[src/rtl/ofdm_pkg.sv]
// Shared types and framer timing constants for the OFDM framer and its sequencing controller.
package ofdm_pkg;

    typedef enum logic [1:0] {
        S_ARMED,
        S_WAIT_HDR,
        S_RUN,
        S_HOLDOFF
    } ctrl_state_t;

    // Width needed to hold a symbol count from 0 up to max_num_symbols inclusive.
    function automatic int nsym_w(input int max_num_symbols);
        return $clog2(max_num_symbols + 1);
    endfunction

    localparam int MAX_NUM_SYMBOLS           = 256;
    localparam int NSYM_W                    = nsym_w(MAX_NUM_SYMBOLS);

    localparam int SYMBOL_LEN                = 64;
    localparam int CYCLIC_PREFIX_LEN         = 16;
    localparam int LONG_PREAMBLE_NUM_SYMBOLS = 2;

endpackage

[src/rtl/ofdm_symbol_counter.sv]
// Counts framer output symbols since frame start and derives the number of data symbols completed.
module ofdm_symbol_counter
    import ofdm_pkg::*;
#(
    parameter int NSYM_W       = ofdm_pkg::NSYM_W,
    parameter int PREAMBLE_SYM = ofdm_pkg::LONG_PREAMBLE_NUM_SYMBOLS
) (
    input  logic              clk,
    input  logic              reset_n,
    input  logic              clear,
    input  logic              sym_beat,
    output logic [NSYM_W+1:0] sym_cnt,
    output logic [NSYM_W+1:0] data_done
);

    localparam int              CW      = NSYM_W + 2;
    localparam logic [CW-1:0]   CNT_MAX = '1;
    localparam logic [CW-1:0]   PRE     = CW'(PREAMBLE_SYM);

    // NOTE: state registers use non-blocking assignments so every flop samples pre-edge values.
    always_ff @(posedge clk or negedge reset_n) begin
        if (!reset_n) begin
            sym_cnt <= '0;
        end else if (clear) begin
            sym_cnt <= '0;
        end else if (sym_beat && (sym_cnt != CNT_MAX)) begin
            sym_cnt <= sym_cnt + CW'(1);
        end
    end

    // Preamble symbols are not data symbols; floor at zero while they are still going out.
    assign data_done = (sym_cnt >= PRE) ? (sym_cnt - PRE) : '0;

endmodule

[src/rtl/ofdm_framer_ctrl.sv]
// Sequencing controller for the OFDM framer: gates triggers, turns header results into
// num_symbols, aborts on missing/bad headers and enforces a holdoff gap between frames.
module ofdm_framer_ctrl
    import ofdm_pkg::*;
#(
    parameter int LONG_PREAMBLE_NUM_SYMBOLS = ofdm_pkg::LONG_PREAMBLE_NUM_SYMBOLS,
    parameter int HDR_SYMBOLS               = 1,
    parameter int HDR_TIMEOUT_SYMBOLS       = 4,
    parameter int MAX_NUM_SYMBOLS           = ofdm_pkg::MAX_NUM_SYMBOLS,
    parameter int HOLDOFF_CYCLES            = 32,
    parameter int NSYM_W                    = nsym_w(MAX_NUM_SYMBOLS)
) (
    input  logic              clk,
    input  logic              reset_n,
    input  logic              enable,
    input  logic              det_tlast,
    input  logic              det_beat,
    output logic              trig_tlast,
    input  logic              fr_beat,
    input  logic              fr_tlast,
    input  logic              fr_eof,
    input  logic [NSYM_W-1:0] hdr_num_symbols,
    input  logic              hdr_valid,
    input  logic              hdr_error,
    output logic [NSYM_W-1:0] num_symbols,
    output logic              num_symbols_valid,
    output logic              busy,
    output logic [15:0]       frame_cnt,
    output logic [15:0]       abort_cnt
);

    localparam int                CW      = NSYM_W + 2;
    localparam int                HO_W    = (HOLDOFF_CYCLES > 1) ? $clog2(HOLDOFF_CYCLES) : 1;
    localparam logic [HO_W-1:0]   HO_LAST = HO_W'((HOLDOFF_CYCLES > 1) ? HOLDOFF_CYCLES - 1 : 0);
    localparam logic [CW-1:0]     TIMEOUT = CW'(HDR_TIMEOUT_SYMBOLS);
    localparam logic [NSYM_W:0]   MAX_EXT = (NSYM_W+1)'(MAX_NUM_SYMBOLS);

    logic [1:0]        rst_sync;
    logic              rst_n;
    ctrl_state_t       state;
    logic [HO_W-1:0]   cnt;
    logic              abort_flag;
    logic              sym_beat;
    logic              end_beat;
    logic              frame_start;
    logic              timeout;
    logic [CW-1:0]     sym_cnt;
    logic [CW-1:0]     data_done;
    logic [NSYM_W:0]   hdr_sum;
    logic [NSYM_W-1:0] hdr_clamped;

    // Assert asynchronously, release on a clock edge so no flop sees reset removal mid-setup.
    always_ff @(posedge clk or negedge reset_n) begin
        if (!reset_n) begin
            rst_sync <= '0;
        end else begin
            rst_sync <= {rst_sync[0], 1'b1};
        end
    end
    assign rst_n = rst_sync[1];

    assign sym_beat    = fr_beat & fr_tlast;
    assign end_beat    = sym_beat & fr_eof;
    assign trig_tlast  = det_tlast & enable & (state == S_ARMED);
    assign frame_start = trig_tlast & det_beat;
    assign busy        = (state != S_ARMED);
    assign timeout     = (data_done >= TIMEOUT);

    ofdm_symbol_counter #(
        .NSYM_W       (NSYM_W),
        .PREAMBLE_SYM (LONG_PREAMBLE_NUM_SYMBOLS)
    ) u_sym_cnt (
        .clk       (clk),
        .reset_n   (rst_n),
        .clear     (frame_start),
        .sym_beat  (sym_beat),
        .sym_cnt   (sym_cnt),
        .data_done (data_done)
    );

    // Header count plus the SIGNAL symbol, widened by one bit so a large header cannot wrap before the clamp.
    // NOTE: combinational outputs get a default on every path so no latch is inferred.
    always_comb begin
        hdr_sum     = {1'b0, hdr_num_symbols} + (NSYM_W+1)'(HDR_SYMBOLS);
        hdr_clamped = hdr_sum[NSYM_W-1:0];
        if (hdr_sum > MAX_EXT) begin
            hdr_clamped = NSYM_W'(MAX_NUM_SYMBOLS);
        end
    end

    always_ff @(posedge clk or negedge rst_n) begin
        if (!rst_n) begin
            state             <= S_HOLDOFF;
            cnt               <= '0;
            abort_flag        <= 1'b0;
            num_symbols       <= '0;
            num_symbols_valid <= 1'b0;
            frame_cnt         <= '0;
            abort_cnt         <= '0;
        end else begin
            case (state)
                S_ARMED: begin
                    if (frame_start) begin
                        abort_flag <= 1'b0;
                        state      <= S_WAIT_HDR;
                    end
                end

                S_WAIT_HDR: begin
                    if (end_beat) begin
                        // Framer ran to its own limit before any header result arrived.
                        abort_cnt <= abort_cnt + 16'd1;
                        cnt       <= '0;
                        state     <= S_HOLDOFF;
                    end else if (hdr_valid && !hdr_error) begin
                        num_symbols       <= hdr_clamped;
                        num_symbols_valid <= 1'b1;
                        state             <= S_RUN;
                    end else if (hdr_valid || timeout) begin
                        // One symbol makes the framer close out after the symbol in flight.
                        num_symbols       <= NSYM_W'(1);
                        num_symbols_valid <= 1'b1;
                        abort_flag        <= 1'b1;
                        state             <= S_RUN;
                    end
                end

                S_RUN: begin
                    if (end_beat) begin
                        if (abort_flag) begin
                            abort_cnt <= abort_cnt + 16'd1;
                        end else begin
                            frame_cnt <= frame_cnt + 16'd1;
                        end
                        num_symbols_valid <= 1'b0;
                        cnt               <= '0;
                        state             <= S_HOLDOFF;
                    end
                end

                S_HOLDOFF: begin
                    cnt <= cnt + HO_W'(1);
                    if (cnt == HO_LAST) begin
                        state <= S_ARMED;
                    end
                end

                default: begin
                    cnt   <= '0;
                    state <= S_HOLDOFF;
                end
            endcase
        end
    end

endmodule
[config.mk]
export PLATFORM = sky130hd
export DESIGN_NAME = ofdm_framer_ctrl
export DESIGN_NICKNAME = d
export VERILOG_FILES = /design/src/rtl/ofdm_pkg.sv /design/src/rtl/ofdm_symbol_counter.sv /design/src/rtl/ofdm_framer_ctrl.sv
export SDC_FILE = /design/constraint.sdc
export NUM_CORES = 1
export LEC_CHECK = 0
export BUFFER_PORTS_ARGS = -buffer_cell sky130_fd_sc_hd__buf_2
export CAP_MARGIN = 40
export CORE_MARGIN = 2
export CORE_UTILIZATION = 47
export DETAILED_ROUTE_END_ITERATION = 12
export PLACE_DENSITY = 0.69
export SLEW_MARGIN = 20
export SYNTH_ARGS = -nofsm -noshare
export SYNTH_HDL_FRONTEND = slang
export SYNTH_SLANG_ARGS = --single-unit
[constraint.sdc]
create_clock -name clk -period 5.9 [get_ports clk]
set_input_delay 0.59 -clock clk [delete_from_list [all_inputs] [get_ports clk]]
set_output_delay 0.59 -clock clk [all_outputs]
set_load 0.1 [all_outputs]
==> impl_summary.log <==
INFO  metric yosys_register_bits = 63
INFO  metric number_of_global_route_vias_before_repair = about 2600
INFO  metric netlist-cell-type-count = 51
INFO  metric design.die.area = 7790 sq um
INFO  metric worst-path-stages = 6
INFO  metric synth-seq-area-share = 47.3%
INFO  metric synth.cell_area = 3340 sq um
INFO  metric cell_count_after_placement = approximately 480
INFO  metric top_level_i_o_count = 63
INFO  metric final_setup_violation_count = 0
INFO  metric total_wire_length = 6760 um
INFO  metric setup.reg_to_reg.worst_slack = 3600 ps
INFO  metric drt_via_density = between 5 and 6
INFO  metric synthCells = 328
INFO  metric postPlaceCellArea = roughly 3700 sq um
INFO  metric grt_use_met3 = 3.82%
INFO  metric floorplan.core_area = 6830 sq um
INFO  metric grt_start_max_net_pins = 33
INFO  metric worst_hold_slack = 27.2 ps
INFO  metric route.detailed.drc = 0
INFO  metric cp_data_required_time = around 6000 ps
INFO  metric antennaDiodeCount = 0
INFO  metric worstReg2RegEnd = abort_cnt[9]$_DFFE_PN0P_
INFO  metric area_growth_syn_to_layout = 18.3%
INFO  metric status = complete, no violations
INFO  metric cp_max_fanout = 11
INFO  metric timing.critical_path.cells = inv_1 -> ha_1 -> o211ai_2 -> nor3_1 -> nand4_1 -> xnor2_1
INFO  metric rr_startpoint = state[0]$_DFFE_PN1P_
INFO  metric pwr_density_cell = 487 nW/um^2
INFO  metric ctsResizeCount = 0
INFO  metric final_cell_area = 3950 sq um
INFO  metric synth.largest_area_cell = dfrtp_1
INFO  metric path_clk_slew = roughly 70 ps
INFO  metric tritoncts = yes
INFO  metric synth_top_area_share = 45.7%
INFO  metric wire_length_of_the_first_global_routing_pass = between 10000 and 15000 um
INFO  metric critical_path.startpoint_type = register
INFO  metric cts-htree-levels = 3
INFO  metric final_layout_size_suffix_gt1_share = 23.2%
INFO  metric synthArstFlopShare = 100%
INFO  metric dr.first_iter.drc_count = between 50 and 60
INFO  metric cp.buffers_inverters = 1
INFO  metric design.final.nets = 431
INFO  metric met2_usage_grt = about 31%
INFO  metric final.period_utilization = 39.0%
INFO  metric io_buffers = 62
INFO  metric clk_root_buffer_cell = clkbuf_8
INFO  metric timing.critical_path.arrival = 2520 ps
INFO  metric number_of_antenna_violations_at_the_first_check_in_global_routing = 0
INFO  metric routed-via-count = 2598
INFO  metric floorplan.initialDensity = between 40% and 50%
INFO  metric grt_util_met1 = 26.6%
INFO  metric clock_latency = 340 ps
INFO  metric maxCapViolations = 0
INFO  metric worst_ir_drop_vdd = between 500 and 600 uV
INFO  metric timing.final.crit_period = 2300 ps
INFO  metric layout_commonest_cell = buf_2
INFO  metric die_w = between 80 and 90 um
INFO  metric relSlewSlack = 57.2%
INFO  metric timing.critical_path.from = state[0]$_DFFE_PN1P_
INFO  metric synth_fp_nets = roughly 360
INFO  metric timing.critical_path.slowest_stage_cell = dfstp_2
INFO  metric instances_no_fill = roughly 500
INFO  metric maxClockFrequency = 0.435 GHz
INFO  metric grtUsageTotal = 19.6%
INFO  metric ff2ff_path_depth = 6
INFO  metric crit_path_max_incr_delay = between 500 and 600 ps
INFO  metric post_cts.repair.setup_buffers = 0
INFO  metric dp_hpwl = 4950 um
INFO  metric total_power = 0.00192 W
INFO  metric path_delay_family = simple AND/OR/NAND/NOR gates
INFO  metric rsz_0062_raised_after_global_routing = false
INFO  metric cts_sinks = between 60 and 70
INFO  metric finalMaxSlewViolations = 0
INFO  metric placementRows = 30
INFO  metric hold_path.class = input pin to async pin
INFO  metric die_height = 88.3 um
INFO  metric cts_inserted_buffers = 9
INFO  metric critical_path_class = register to register
INFO  metric yosys_warning_total = 0
INFO  metric grt-ovfl-total = 0
INFO  metric synth_area_per_cell = 10.2 sq um
INFO  metric tightest_slew = approximately 640 ps
INFO  metric worstSetupEndpointType = register
INFO  metric grt-busiest-layer = met2
INFO  metric cts.path.max_buffers = 2
INFO  metric power_leakage = 1.95 nW
INFO  metric endpoint = abort_cnt[9]$_DFFE_PN0P_
INFO  metric skew = 6.97 ps
INFO  metric hold_violations = 0
INFO  metric dr.pass1.iters = 5
INFO  metric fin_tns_setup = 0 ps
INFO  metric routability_congestion = 0.842
INFO  metric main_synth_ff_type = dfrtp_1
INFO  metric postCtsHoldBufs = 0
INFO  metric routedWlPerCell = 13.6 um
INFO  metric ant_nets = 0
INFO  metric most_area_consuming_cells_after_synthesis = dfrtp_1 (46%), xnor2_1 (7.9%), ha_1 (5.6%), nand2_1 (4.2%), xor2_1 (3.7%)
INFO  metric mostFrequentLayoutCells = buf_2 (62), dfrtp_1 (60), nand2_1 (37)
INFO  metric synth-edff-count = 0
## per-layer routing
metal | wire [um] | share of wire, %
met1 | 3360 | 50
met2 | 2990 | 44
met4 | 95 | 1.4
met3 | 313 | 4.6
met5 | 0 | 0
## state kept, by name, summed over array words and instances, names as in the netlist
name	count
abort_cnt	16
frame_cnt	16
u_sym_cnt.sym_cnt	11
num_symbols	9
cnt	5
rst_sync	2
state	2
abort_flag	1
num_symbols_valid	1
## how the worst min path moves through the flow
stage,to,cells after the start,start
floorplan,rst_sync[0]$_DFF_PN0_,0,reset_n
global placement,frame_cnt[1]$_DFFE_PN0P_,0,rst_sync[1]$_DFF_PN0_
detailed placement,frame_cnt[8]$_DFFE_PN0P_,0,rst_sync[1]$_DFF_PN0_
CTS,rst_sync[0]$_DFF_PN0_,1,reset_n
global route,rst_sync[1]$_DFF_PN0_,1,reset_n
finish,rst_sync[0]$_DFF_PN0_,1,reset_n
## metrics by stage
| step | worst slack [ps] | utilization [%] |
|---|---|---|
| floorplan | 3640 | - |
| global placement | 3640 | 54.9 |
| detailed placement | 3570 | 54.9 |
| CTS | 3590 | 57.8 |
| global route | 3350 | 57.8 |
| finish | 3600 | 57.8 |
## report_power, final
| part | switching [W] | internal (W) |
|---|---|---|
| registers | 0.000105 | 0.000534 |
| logic | 0.000662 | 0.000241 |
| clock network | 0.000164 | 0.000215 |
## area by class of cell
cell class | instances | area [sq um]
inverter | 13 | 48.8
clock inverter | 3 | 42.5
timing repair buffer | 63 | 318
clock buffer | 12 | 155
tap | 96 | 120
fill | 615 | 2890
sequential | 63 | 1580
multi-input combinational | 247 | 1680
## synthesized netlist by cell type (all sizes together), types with 2 or more instances
master,number
o2bb2ai,5
xnor2,30
nand3,25
nor3,12
a31oi,2
and2,3
and4,5
nand4,9
nand2b,3
o21ai,7
dfrtp,61
nand2,37
xor2,14
and3,15
dfstp,2
nor2,20
clkbuf,2
buf,3
nor4,3
a21oi,7
mux2i,3
a32o,3
o211ai,7
mux2,3
inv,13
a21o,3
ha,15
## cells by family after synthesis
group	Yosys count	synth area share (%)
AOI/OAI and AO/OA	43	9.49
xor gates and xnor gates	44	11.5
adders and majority gates	15	5.62
buffers and inverters	18	2.29
DFF	63	47.3
muxes	6	1.91
other	1	0.112
and+or+nand+nor	138	21.7
(Power assumes the default switching activity.)
